## config.mk

```make
export PLATFORM = sky130hd
export DESIGN_NAME = adder_serial
export DESIGN_NICKNAME = d
export VERILOG_FILES = /design/src/rtl/adder_serial_pkg.sv /design/src/rtl/adder_serial_digit.sv /design/src/rtl/adder_serial.sv
export SDC_FILE = /design/constraint.sdc
export NUM_CORES = 1
export LEC_CHECK = 0
export ABC_AREA = 1
export BUFFER_PORTS_ARGS = -buffer_cell sky130_fd_sc_hd__buf_2
export CORE_ASPECT_RATIO = 0.6
export CORE_MARGIN = 5
export CORE_UTILIZATION = 48
export DETAILED_ROUTE_END_ITERATION = 6
export PLACE_DENSITY = 0.86
export RECOVER_POWER = 100
export SLEW_MARGIN = 15
export SYNTH_ARGS = -nofsm -noshare
export SYNTH_HDL_FRONTEND = slang
export SYNTH_SLANG_ARGS = --single-unit
```

## constraint.sdc

```tcl
create_clock -name clk -period 1.3 [get_ports clk]
set_clock_uncertainty 0.05 [all_clocks]
set_input_delay 0.13 -clock clk [delete_from_list [all_inputs] [get_ports clk]]
set_output_delay 0.13 -clock clk [all_outputs]
set_load 0.02 [all_outputs]
```

## src/rtl/adder_serial_pkg.sv

```systemverilog
// ============================================================================
// Module  : adder_serial_pkg
// Purpose : Shared types and sizing helpers for the digit-serial adder.
//           - state_t        : FSM state encoding (IDLE / CALC / DONE)
//           - calc_nsteps    : number of digit steps per operation
//           - calc_cnt_width : step counter width (minimum 1 bit)
// Config  : ADDER_SERIAL_SUB_EN (used by adder_serial, not by this package)
// Revision: 1.0 - initial release
// ============================================================================
`default_nettype none

package adder_serial_pkg;

  localparam int STATE_W = 2;

  typedef enum logic [STATE_W-1:0] {
    IDLE = 2'd0,
    CALC = 2'd1,
    DONE = 2'd2
  } state_t;

  // Digits needed to cover an NBITS operand when DBITS bits are added per cycle.
  function automatic int calc_nsteps(input int nbits, input int dbits);
    return nbits / dbits;
  endfunction

  // Counter must hold 0..NSTEPS-1; a single-step adder still needs one bit.
  function automatic int calc_cnt_width(input int nsteps);
    return (nsteps > 1) ? $clog2(nsteps) : 1;
  endfunction

endpackage

`default_nettype wire

```

## src/rtl/adder_serial_digit.sv

```systemverilog
// ============================================================================
// Module  : adder_serial_digit
// Purpose : Combinational DBITS-wide ripple of full-adder cells; one digit of
//           the serial adder.
// Ports   : a, b      [DBITS-1:0] digit operands
//           cin                   carry into the digit LSB
//           sum       [DBITS-1:0] digit sum
//           cout                  carry out of the digit MSB
//           cmsb                  carry into the digit MSB (for overflow)
// Config  : none
// Revision: 1.0 - initial release
// ============================================================================
`default_nettype none

module adder_serial_digit
  import adder_serial_pkg::*;
#(
  parameter int DBITS = 1
) (
  input  logic [DBITS-1:0] a,
  input  logic [DBITS-1:0] b,
  input  logic             cin,
  output logic [DBITS-1:0] sum,
  output logic             cout,
  output logic             cmsb
);

  // carry[i] is the carry into bit i; carry[DBITS] leaves the digit.
  logic [DBITS:0] carry;

  assign carry[0] = cin;

  for (genvar i = 0; i < DBITS; i++) begin : g_fa
    assign sum[i]     = a[i] ^ b[i] ^ carry[i];
    assign carry[i+1] = (a[i] & b[i]) | (carry[i] & (a[i] ^ b[i]));
  end

  assign cout = carry[DBITS];
  assign cmsb = carry[DBITS-1];

endmodule

`default_nettype wire

```

## src/rtl/adder_serial.sv

```systemverilog
// ============================================================================
// Module  : adder_serial
// Purpose : Digit-serial adder. Accepts two NBITS operands plus carry-in on a
//           val/rdy input stream, adds DBITS bits per cycle through a
//           registered carry, and returns sum / carry-out / signed overflow
//           on a val/rdy output stream. One operation in flight at a time.
// Ports   : clk                       rising-edge clock
//           reset                     asynchronous, active-low reset
//           istream_val / istream_rdy operand handshake
//           in0, in1    [NBITS-1:0]   operands A and B
//           cin                       carry-in
//           sub                       subtract select (ADDER_SERIAL_SUB_EN only)
//           ostream_val / ostream_rdy result handshake
//           sum         [NBITS-1:0]   A+B+cin mod 2^NBITS (0 unless valid)
//           cout                      unsigned carry-out (0 unless valid)
//           ovf                       signed overflow (0 unless valid)
// Config  : ADDER_SERIAL_SUB_EN - adds the sub port; sub=1 computes A-B by
//           capturing ~in1 with a forced carry-in of 1 (cout=1: no borrow).
// Revision: 1.0 - initial release
// ============================================================================
`default_nettype none

module adder_serial
  import adder_serial_pkg::*;
#(
  parameter int NBITS = 8,
  parameter int DBITS = 1
) (
  input  logic             clk,
  input  logic             reset,
  input  logic             istream_val,
  output logic             istream_rdy,
  input  logic [NBITS-1:0] in0,
  input  logic [NBITS-1:0] in1,
  input  logic             cin,
`ifdef ADDER_SERIAL_SUB_EN
  input  logic             sub,
`endif
  output logic             ostream_val,
  input  logic             ostream_rdy,
  output logic [NBITS-1:0] sum,
  output logic             cout,
  output logic             ovf
);

  localparam int              NSTEPS    = calc_nsteps(NBITS, DBITS);
  localparam int              CNT_W     = calc_cnt_width(NSTEPS);
  localparam logic [CNT_W-1:0] LAST_STEP = CNT_W'(NSTEPS - 1);

  // Reject configurations where the operand does not split into whole digits.
  if ((DBITS < 1) || (NBITS % DBITS != 0)) begin : g_bad_config
    $error("adder_serial: NBITS (%0d) must be a positive multiple of DBITS (%0d)",
           NBITS, DBITS);
  end

  state_t             state;
  state_t             state_next;
  logic [NBITS-1:0]   a_reg;
  logic [NBITS-1:0]   b_reg;
  logic [NBITS-1:0]   sum_reg;
  logic [NBITS-1:0]   sum_shift;
  logic               carry;
  logic               ovf_reg;
  logic [CNT_W-1:0]   step;

  logic               accept;
  logic               last_step;
  logic [NBITS-1:0]   b_load;
  logic               carry_load;

  logic [DBITS-1:0]   digit_sum;
  logic               digit_cout;
  logic               digit_cmsb;

  assign accept    = istream_val && istream_rdy;
  assign last_step = (step == LAST_STEP);

`ifdef ADDER_SERIAL_SUB_EN
  // Two's-complement subtract: A + ~B + 1; the caller's cin is ignored.
  assign b_load     = sub ? ~in1 : in1;
  assign carry_load = sub | cin;
`else
  assign b_load     = in1;
  assign carry_load = cin;
`endif

  adder_serial_digit #(
    .DBITS (DBITS)
  ) u_digit (
    .a    (a_reg[DBITS-1:0]),
    .b    (b_reg[DBITS-1:0]),
    .cin  (carry),
    .sum  (digit_sum),
    .cout (digit_cout),
    .cmsb (digit_cmsb)
  );

  // Each new digit enters at the top, so after NSTEPS shifts the first digit
  // has walked down to the LSB position.
  if (NSTEPS == 1) begin : g_single_step
    assign sum_shift = digit_sum;
  end else begin : g_multi_step
    assign sum_shift = {digit_sum, sum_reg[NBITS-1:DBITS]};
  end

  // --------------------------------------------------------------------------
  // FSM: state register
  // --------------------------------------------------------------------------
  always_ff @(posedge clk or negedge reset) begin
    if (!reset) begin
      state <= IDLE;
    end else begin
      state <= state_next;
    end
  end

  // --------------------------------------------------------------------------
  // FSM: next-state logic
  // --------------------------------------------------------------------------
  always_comb begin
    state_next = state;
    case (state)
      IDLE:    if (accept)      state_next = CALC;
      CALC:    if (last_step)   state_next = DONE;
      DONE:    if (ostream_rdy) state_next = IDLE;
      default:                  state_next = IDLE;
    endcase
  end

  // --------------------------------------------------------------------------
  // FSM: outputs. Result ports are forced to 0 outside DONE so partial sums
  // never leak onto the bus.
  // --------------------------------------------------------------------------
  always_comb begin
    istream_rdy = 1'b0;
    ostream_val = 1'b0;
    sum         = '0;
    cout        = 1'b0;
    ovf         = 1'b0;
    case (state)
      // Gate with reset so rdy drops the moment reset asserts.
      IDLE: istream_rdy = reset;
      DONE: begin
        ostream_val = 1'b1;
        sum         = sum_reg;
        cout        = carry;
        ovf         = ovf_reg;
      end
      default: ;
    endcase
  end

  // --------------------------------------------------------------------------
  // Datapath: operand shift registers, carry, step counter, overflow latch
  // --------------------------------------------------------------------------
  always_ff @(posedge clk or negedge reset) begin
    if (!reset) begin
      a_reg   <= '0;
      b_reg   <= '0;
      sum_reg <= '0;
      carry   <= 1'b0;
      ovf_reg <= 1'b0;
      step    <= '0;
    end else begin
      case (state)
        IDLE: begin
          if (accept) begin
            a_reg <= in0;
            b_reg <= b_load;
            carry <= carry_load;
            step  <= '0;
          end
        end
        CALC: begin
          a_reg   <= a_reg >> DBITS;
          b_reg   <= b_reg >> DBITS;
          sum_reg <= sum_shift;
          carry   <= digit_cout;
          step    <= step + 1'b1;
          // On the final digit the carries around the operand MSB are visible.
          if (last_step) begin
            ovf_reg <= digit_cmsb ^ digit_cout;
          end
        end
        default: ;
      endcase
    end
  end

endmodule

`default_nettype wire
```

==> run_results.csv, run 1 <==
group,metric,value,unit
status,status,"complete, but fails checks",
status,violations,"negative setup slack",
detailed_routing,drtIter0Drc,81,
setup_path,crit_arrival,1250,ps
yosys,synth.distinct_cells,21,
floorplanning,fp.dieArea,0.00462,mm²
power,ir_drop,0.00131,V
hold_path,worstHoldStart,"in0[7]",
yosys,ys_warn_count,0,
placed_design,numPortBuffers,32,
detailed_routing,drc,0,
yosys,synthTopCellsByArea,"dfrtp_1, nand2_1, nand3_1",
hold_path,hold_class,"in -> reg",
power,p_seq_share,33.2,%
setup_path,crit_path_cell_trace,"inv_4, nand2_8, nor2_2, buf_6",
floorplanning,row_count,16,
timing,tightest_slew,380,ps
placed_design,dpl.cell_count,279,
placed_design,post-dp-hpwl,2570,µm
detailed_routing,wirelength,4060,µm
detailed_routing,ant_nets,0,
timing,setup_viol,33,
setup_path,path_class,"reg -> out",
clocking,clkTransAtPathRegs,70,ps
yosys,syn_inst,202,
yosys,avgSynthCellArea,7.91,µm²
timing,hold_slack,49.0,ps
floorplanning,die_h,54.7,µm
floorplanning,coreArea,0.00322,mm²
clocking,cts.sinks,31,
timing,fin_ws,-131,ps
timing,drv_slew,0,
global_routing,grt_use_total,18.2,%
setup_path,slowest_stage,"dfrtp_2",
yosys,synth_top_area_share,48.6,%
yosys,synth_area,0.00160,mm²
setup_path,crit_path_start,"state[0]",
finish,mostFrequentLayoutCells,"nand2_1, dfrtp_1, nand3_1",
finish,final_cells,293,
timing,layout_min_cycle_time,1430,ps
detailed_routing,vias,1477,
clocking,cts-root-buf,"clkbuf_8",
timing,rsz0062_at_grt,"yes",
yosys,ys_seq_area_share,48.6,%
finish,fillers,244,
setup_path,crit_fanout,12,
detailed_routing,post_drt_wl_per_cell,13.9,µm
finish,nets,271,
power,swShare,40.5,%
yosys,synth_fp_nets,226,
clocking,clk_latency,290,ps
timing,fmax,0.699,GHz
finish,final_core_util,67.4,%
power,p_total,0.00504,W
setup_path,end_kind,"output port",
detailed_routing,via_per_inst,5.04,
global_routing,grt_pass1_vias,1321,
floorplanning,die_w,84.5,µm
global_routing,grt_max_degree,30,
setup_path,cp-start-kind,"register",
setup_path,required,1120,ps
setup_path,path_delay_family,"flip-flops",
setup_path,r2r-start,"state[0]",
clocking,htreeDepth,2,
finish,syn2layout_area_growth,35.9,%
clocking,clockBufferDepth,2,
clocking,cts_buffers,5,
finish,drive_gt1_share,31.9,%
floorplanning,start_util,49.6,%
floorplanning,num_io_pins,33,
global_routing,antenna_found_initial,0,
timing,hold_violations,0,
placed_design,place_area,0.00182,mm²
setup_path,slowest_delay,450,ps
yosys,synth_seq_cells,31,
finish,diodes,0,
setup_path,crit_buf_inv,2,
power,p_leak,1.14,nW
power,p_int,0.00300,W
finish,fin_area,0.00217,mm²
finish,layout_commonest_cell,"nand2_1",
global_routing,grt_pass1_wl,6230,µm
timing,fin_crit_sh,110,%
clocking,cts_tree,"yes",
global_routing,overflow,0,
power,power.share.clock,19.7,%
power,p_per_area,2320,mW/mm²
placed_design,place_congestion,0.814,
timing,maxSlewHeadroom,74.7,%
job,max_cap_violations,0,
power,netSwitchingPower,0.00204,W
power,combPwrFrac,47.1,%
yosys,yosys.area.top_type,"dfrtp_1",
detailed_routing,firstDrtPassIters,4,
## path summary, 6_finish.rpt
kind / slack (ps) / to / cells after the start
setup / recovery: -130 / sum[6] / 4
hold / removal: 50 / a_reg[7] / 3
setup reg to reg: -120 / b_reg[4] / 6
hold reg to reg: 440 / sum_reg[5] / 2
max in group asynchronous: 210 / state[0] / 3
min in group asynchronous: 290 / a_reg[7] / 2
## Yosys cell counts
cell      count
buf_2         2
buf_4         1
buf_6         5
clkbuf_8      2
dfrtp_1      31
fa_1          1
ha_1          2
inv_1        12
inv_2         2
nand2_1      92
nand2_4       2
nand3_1      22
nand3_2       1
nor2_1       12
nor2_4        1
nor3b_1       1
o21ai_0       9
o21ai_1       1
o22ai_1       1
or2_2         1
xor2_1        1
## tightest hold or removal path, delay by kind of cell
| kind | cells | cell delay, ps |
|---|---|---|
| and+or+nand+nor | 2 | 140 |
| buffers and inverters | 1 | 80 |
## repair_timing
item | 4_1_cts | 5_1_grt
buffers inserted | 2 | 1
cloned | 0 | 1
resized for setup | 20 | 31
hold buffers | 1 | 1
pin swaps | 0 | 1
endpoints found under the setup margin | 17 | 34
hold endpoints to repair | 31 | 1
## metrics by stage
| stage | setup slack [ps] | setup TNS, ps |
|---|---|---|
| 2_1_floorplan | 30.7 | 0 |
| 3_3_place_gp | 29.0 | 0 |
| 3_5_place_dp | -53.3 | -133 |
| 4_1_cts | -86.4 | -1270 |
| 5_1_grt | -198 | -4560 |
| 6_report | -131 | -2700 |
## kinds of logic after synthesis
family / Yosys count / synth area share, %
AND/OR/NAND/NOR: 132 / 34.9
buffers and inverters: 24 / 9.63
flip-flops: 31 / 48.6
AO/OA/AOI/OAI: 11 / 3.52
adder cells (fa/ha/maj): 3 / 2.82
XOR/XNOR: 1 / 0.548
## layout make-up
cell class / instances / area (µm²) / area share [%]
multi-input combinational: 147 / 761 / 35.0
timing repair buffer: 48 / 403 / 18.6
sequential: 31 / 778 / 35.9
clock inverter: 2 / 35.0 / 1.61
clock buffer: 6 / 82.6 / 3.80
tap: 45 / 56.3 / 2.59
inverter: 14 / 55.1 / 2.54
## power by group through the flow
stage,registers [W],logic (W),clock network [W]
after CTS,0.00164,0.00214,0.00101
final,0.00167,0.00238,0.000990
after detailed placement,0.00166,0.00202,0
after global routing,0.00172,0.00265,0.00107
after floorplan,0.00160,0.00162,0
after global placement,0.00165,0.00193,0
## per-layer routing
metal | share of wire (%) | wire, µm | global-route usage, % | up-vias
li1 | - | - | - | 712
met1 | 44 | 1780 | 23.9 | 694
met2 | 46 | 1890 | 27.0 | 60
met3 | 8.4 | 341 | 8.12 | 11
met4 | 1.5 | 61 | 6.32 | 0
met5 | 0 | 0 | 0 | -
Note: power is estimated with default switching activity, not from simulation.
==> run 2: changes to the inputs <==
--- a/config.mk
+++ b/config.mk
@@ -5,12 +5,13 @@
 export SDC_FILE = /design/constraint.sdc
 export NUM_CORES = 1
 export LEC_CHECK = 0
-export ABC_AREA = 1
+export ABC_AREA = 0
 export BUFFER_PORTS_ARGS = -buffer_cell sky130_fd_sc_hd__buf_2
 export CORE_ASPECT_RATIO = 0.6
 export CORE_MARGIN = 5
 export CORE_UTILIZATION = 48
 export DETAILED_ROUTE_END_ITERATION = 6
+export GPL_TIMING_DRIVEN = 0
 export PLACE_DENSITY = 0.86
 export RECOVER_POWER = 100
 export SLEW_MARGIN = 15
==> run 2 against run 1 <==
Net effect:
- the flow finishes with violations (negative hold slack, negative setup slack)
- final cell count is 15% lower
- worst hold slack got worse by 310 ps
- first-iteration DRC count increased by 70%
- synthesized cell count down 29%
- maximum frequency decreased by 4.3%
- clock power decreased by 15%
- sequential power about the same
- combinational power increased by 3%
- area after synthesis is 1.4% lower
- routed wire length rose by 3.7%
- design area is 6.6% higher
- critical path depth is the same
- critical path type is now reg -> reg
- critical endpoint is now sum_reg[6]
- largest cell class is now multi-input combinational cells
==> run_results.csv, run 2 <==
group,metric,value,unit
timing,hold_slack,-262,ps
setup_path,r2r-start,"state[1]",
yosys,synth-async-reset-ratio,100,%
detailed_routing,drtIter0Drc,138,
yosys,synth_xor_area_share,0.556,%
finish,final_core_util,72.2,%
clocking,cts_tree,"yes",
yosys,synth_compound_area_share,15.2,%
yosys,ys_warn_count,0,
power,p_leak,1.15,nW
finish,mostFrequentLayoutCells,"dfrtp_1, buf_6, buf_2",
setup_path,reg2reg_depth,4,
status,violations,"negative hold slack, negative setup slack",
timing,drv_slew,0,
timing,fmax,0.669,GHz
floorplanning,num_io_pins,33,
detailed_routing,drc,0,
timing,maxSlewHeadroom,70.2,%
yosys,synth_flop_cell,"dfrtp_1",
finish,fin_area,0.00231,mm²
global_routing,grt_pass1_wl,6950,µm
yosys,avgSynthCellArea,11.0,µm²
floorplanning,row_count,16,
finish,multi_input_area,818,µm²
global_routing,grt_use_total,20.1,%
finish,fillers,218,
timing,finalSetupTns,-5120,ps
timing,tightest_slew,447,ps
yosys,synthSimpleGateAreaFrac,19.6,%
clocking,clk_latency,280,ps
detailed_routing,vias,1344,
clocking,cts.sinks,31,
global_routing,grt_max_degree,39,
setup_path,end_kind,"register",
placed_design,post-dp-hpwl,2570,µm
floorplanning,fp.dieArea,0.00457,mm²
global_routing,overflow,0,
yosys,synthAdderAreaFrac,2.86,%
setup_path,crit_path_start,"state[1]",
yosys,synth_seq_cells,31,
status,status,"complete, but fails checks",
yosys,synth_area,0.00158,mm²
setup_path,r2r_slack,-200,ps
floorplanning,coreArea,0.00320,mm²
detailed_routing,via_per_inst,5.40,
yosys,synth_top_family_by_area,"simple AND/OR/NAND/NOR gates",
setup_path,crit_path_cell_trace,"buf_6, nor2b_2, buf_8, mux2_4",
yosys,synth.distinct_cells,23,
finish,drive_gt1_share,51.0,%
finish,final_cells,249,
setup_path,cp-start-kind,"register",
clocking,clockBufferDepth,2,
placed_design,place_congestion,0.825,
yosys,synth_top_area_share,49.2,%
timing,fin_crit_sh,115,%
finish,layout_commonest_cell,"dfrtp_1",
clocking,cts-root-buf,"clkbuf_8",
setup_path,crit_fanout,7,
finish,seq_area,777,µm²
placed_design,dpl.cell_count,220,
yosys,synthTopCellsByArea,"dfrtp_1, a221o_1, mux2_2",
yosys,yosys.area.top_type,"dfrtp_1",
timing,hold_violations,31,
yosys,synth_mux_area_share,7.15,%
floorplanning,die_h,54.4,µm
timing,fin_ws,-196,ps
yosys,ys_seq_area_share,49.2,%
floorplanning,die_w,84.0,µm
global_routing,antenna_found_initial,0,
placed_design,place_area,0.00180,mm²
setup_path,crit_arrival,1610,ps
global_routing,grt_pass1_vias,1436,
setup_path,slowest_delay,440,ps
clocking,clkTransAtPathRegs,70,ps
power,ir_drop,0.000930,V
job,max_cap_violations,0,
yosys,synth_edf_count,0,
clocking,holdBufCountCts,1,
yosys,syn_inst,143,
timing,layout_min_cycle_time,1500,ps
finish,syn2layout_area_growth,46.9,%
clocking,htreeDepth,2,
detailed_routing,wirelength,4220,µm
setup_path,worstReg2RegEnd,"sum_reg[6]",
clocking,cts_buffers,5,
setup_path,required,1420,ps
floorplanning,start_util,49.2,%
timing,setup_viol,39,
placed_design,numPortBuffers,32,
yosys,synth_fp_nets,167,
finish,diodes,0,
power,p_per_area,2150,mW/mm²
hold_path,hold_class,"in -> async",
yosys,synth.most_common_cell,"dfrtp_1",
detailed_routing,ant_nets,0,
yosys,netlist_top_cells_count,"dfrtp_1, nand2_1, nor2_1, nor2b_1, a221o_1",
detailed_routing,post_drt_wl_per_cell,16.9,µm
setup_path,path_class,"reg -> reg",
timing,rsz0062_at_grt,"yes",
detailed_routing,firstDrtPassIters,4,
finish,nets,227,
setup_path,slowest_stage,"dfrtp_2",
run 2: worst max-delay path by stage:
| stage | end | slack, ps | cells after the start |
|---|---|---|---|
| 2_1_floorplan | ovf_reg | -40 | 3 |
| 3_3_place_gp | b_reg[3] | -530 | 5 |
| 3_5_place_dp | b_reg[5] | -600 | 5 |
| 4_1_cts | istream_rdy | -180 | 5 |
| 5_1_grt | istream_rdy | -240 | 5 |
| 6_report | sum_reg[6] | -200 | 4 |
run 2: power breakdown:
part           switching (W)  leakage [nW]  internal [W]
Combinational       0.000997         0.703       0.00145
Sequential          0.000311         0.394       0.00137
Clock               0.000361        0.0515      0.000483
run 2: logic make-up after synthesis:
logic type,count (synthesis)
AOI/OAI and AO/OA,28
xor gates and xnor gates,1
and+or+nand+nor,58
muxes,10
buffers and inverters,12
DFF,31
adders and majority gates,3
run 2: area by class of cell:
cell class	instances	area share (%)
clock buffer	8	4.33
multi-input combinational	100	35.4
sequential	31	33.6
buffer	8	3.79
inverter	2	0.324
timing repair buffer	55	20.2
tap	45	2.43
run 2: critical path: cells and delay by family, from the launching register on:
kind	cells	cell delay (ps)
DFF	1	440
buffers and inverters	2	320
muxes	1	300
and+or+nand+nor	1	270
run 2: per-stage QoR:
stage	hold WS [ps]	power (W)	setup WS, ps
3_5_place_dp	201	0.00319	-596
6_report	-262	0.00497	-196
5_1_grt	-222	0.00525	-241
4_1_cts	-244	0.00482	-184
2_1_floorplan	-216	0.00280	-44.8
3_3_place_gp	178	0.00308	-531
run 2: repair_timing:
| action | 4_1_cts | 5_1_grt |
|---|---|---|
| resized for setup | 71 | 11 |
| gates cloned | 3 | 0 |
| setup buffers | 16 | 3 |
| pin swaps | 10 | 3 |
| hold endpoints to repair | 32 | 31 |
| endpoints found under the setup margin | 40 | 42 |
run 2: per-layer routing:
layer	GRT usage (%)	routed length, µm	vias up
met4	9.09	61	0
met3	6.92	316	8
met1	24.2	1850	651
met5	0	0	-
met2	33.6	1990	60
li1	-	-	625
==> run 3: changes to the inputs <==
--- a/config.mk
+++ b/config.mk
@@ -14,6 +14,7 @@
 export GPL_TIMING_DRIVEN = 0
 export PLACE_DENSITY = 0.86
 export RECOVER_POWER = 100
+export REMOVE_ABC_BUFFERS = 1
 export SLEW_MARGIN = 15
 export SYNTH_ARGS = -nofsm -noshare
 export SYNTH_HDL_FRONTEND = slang
==> run 3 against run 2 <==
Net effect:
- the flow still finishes with violations (negative hold slack, negative setup slack)
- critical endpoint is now sum[7]
- worst setup slack got worse by 16 ps
- final cell count shrank 3.6%
- clock power about the same
- largest power group unchanged
- count of clock-buffer cells in the layout did not move
- routed wire length up 9.7%
- critical path type is now reg -> out
- via count up 1.0%
==> run_results.csv, run 3 (same netlist as run 2, synthesis figures left out) <==
group,metric,value,unit
power,combPwrFrac,46.0,%
detailed_routing,ant_nets,0,
global_routing,overflow,0,
detailed_routing,via_per_inst,5.66,
power,p_total,0.00480,W
setup_path,path_class,"reg -> out",
detailed_routing,drc,0,
timing,setup_viol,42,
finish,seq_area,785,µm²
placed_design,pre_cts_ws,-1160,ps
power,p_int,0.00309,W
status,status,"complete, but fails checks",
placed_design,place_congestion,0.751,
timing,fmax,0.661,GHz
setup_path,slowest_stage,"dfrtp_4",
floorplanning,row_count,16,
timing,layout_min_cycle_time,1510,ps
timing,hold_violations,31,
hold_path,hold_class,"in -> async",
placed_design,post-dp-hpwl,2220,µm
finish,diodes,0,
timing,rsz0062_at_grt,"yes",
floorplanning,die_w,84.0,µm
finish,drive_gt1_share,45.6,%
global_routing,grt_use_total,21.4,%
floorplanning,start_util,49.2,%
power,p_per_area,2200,mW/mm²
setup_path,slowest_delay,550,ps
setup_path,required,1120,ps
floorplanning,fp.dieArea,0.00457,mm²
finish,layout_commonest_cell,"dfrtp_1",
status,violations,"negative hold slack, negative setup slack",
clocking,holdBufCountCts,1,
timing,hold_slack,-271,ps
detailed_routing,firstDrtPassIters,4,
finish,multi_input_area,833,µm²
global_routing,grt_pass1_wl,7250,µm
floorplanning,coreArea,0.00320,mm²
detailed_routing,drtIter0Drc,172,
clocking,cts_tree,"yes",
clocking,cts-root-buf,"clkbuf_8",
detailed_routing,vias,1358,
detailed_routing,post_drt_wl_per_cell,19.3,µm
floorplanning,num_io_pins,33,
floorplanning,die_h,54.4,µm
timing,fin_ws,-212,ps
timing,maxSlewHeadroom,70.5,%
finish,syn2layout_area_growth,38.5,%
placed_design,numPortBuffers,32,
setup_path,path_delay_family,"flip-flops",
global_routing,grt_pass1_vias,1414,
clocking,cts.sinks,31,
clocking,clockBufferDepth,2,
setup_path,crit_fanout,6,
clocking,cts_buffers,5,
power,netSwitchingPower,0.00170,W
job,max_cap_violations,0,
setup_path,cp-start-kind,"register",
finish,fillers,233,
power,ir_drop,0.000868,V
power,p_seq_share,36.4,%
power,p_leak,1.08,nW
setup_path,crit_buf_inv,1,
setup_path,crit_arrival,1330,ps
power,swShare,35.5,%
clocking,clk_latency,290,ps
clocking,clkTransAtPathRegs,70,ps
power,power.share.clock,17.6,%
clocking,htreeDepth,2,
global_routing,grt_max_degree,39,
timing,drv_slew,0,
finish,nets,218,
setup_path,crit_path_cell_trace,"nor2b_4, and2_4, buf_6",
global_routing,antenna_found_initial,0,
timing,fin_crit_sh,116,%
finish,mostFrequentLayoutCells,"dfrtp_1, buf_2, buf_4",
timing,tightest_slew,443,ps
detailed_routing,wirelength,4630,µm
setup_path,end_kind,"output port",
timing,finalSetupTns,-6630,ps
==> run 3: changes by cell type in the layout (fill, tap and decap cells not counted), moves of 2 or more <==
cell | before | now
buf_8 | 3 | 1
buf_6 | 25 | 14
dfrtp_1 | 30 | 28
nor2b_4 | 1 | 3
dfrtp_4 | 0 | 2
and2_1 | 0 | 6
and2_4 | 12 | 6
buf_4 | 13 | 15
==> run 3: final timing paths <==
path | startpoint | end | slack [ps] | depth (start not counted)
max in group asynchronous | reset | state[0] | 1110 | 1
worst min register to register | sum_reg[0] | sum_reg[0] | 460 | 1
worst max-delay path | state[0] | sum[7] | -210 | 3
worst max register to register | state[0] | a_reg[3] | -190 | 4
min in group clk | in1[7] | b_reg[7] | 60 | 2
worst min-delay path | reset | sum_reg[7] | -270 | 1
==> run 3: power groups by stage <==
stage               logic, W  registers (W)  clock network, W
floorplan           0.000969        0.00164                 0
CTS                  0.00205        0.00171          0.000849
global placement     0.00116        0.00172                 0
detailed placement   0.00124        0.00176                 0
finish               0.00221        0.00174          0.000843
global route         0.00237        0.00179          0.000905
==> run 3: worst register-to-register path, delay by kind of cell (launching register included) <==
kind            cells  cell delay, ps
flops               1             500
buf+inv             2             320
compound gates      2             490
==> run 3: layout make-up <==
class	instances	area share [%]
Timing Repair Buffer	52	18.3
Clock buffer	8	4.59
Inverter	2	0.344
Tap cell	45	2.58
Sequential cell	31	36.0
Multi-Input combinational cell	102	38.2
==> run 3: layer usage <==
layer / part of all wire (%) / track usage, % / up-vias
met5: 0 / 0 / -
met2: 48 / 34.4 / 60
met1: 41 / 25.2 / 674
met3: 8.0 / 10.2 / 16
li1: - / - / 608
met4: 2.9 / 8.82 / 0
==> run 3: metrics by stage <==
step | hold WS (ps) | instance area (µm²) | cells | util [%]
after floorplan | -216 | 1500 | 133 | -
after global placement | 169 | 1710 | 210 | 53.5
after detailed placement | 191 | 1710 | 210 | 53.5
after CTS | -255 | 2130 | 236 | 66.4
after global routing | -238 | 2180 | 240 | 68.1
final | -271 | 2180 | 240 | 68.1
==> run 3: repair_timing <==
action                                  CTS  global route
endpoints found under the setup margin   43            42
setup buffers                            15             4
hold endpoints to repair                 32            31
pin swaps                                 6             5
gates resized for setup                  56             9
cloned                                    2             0
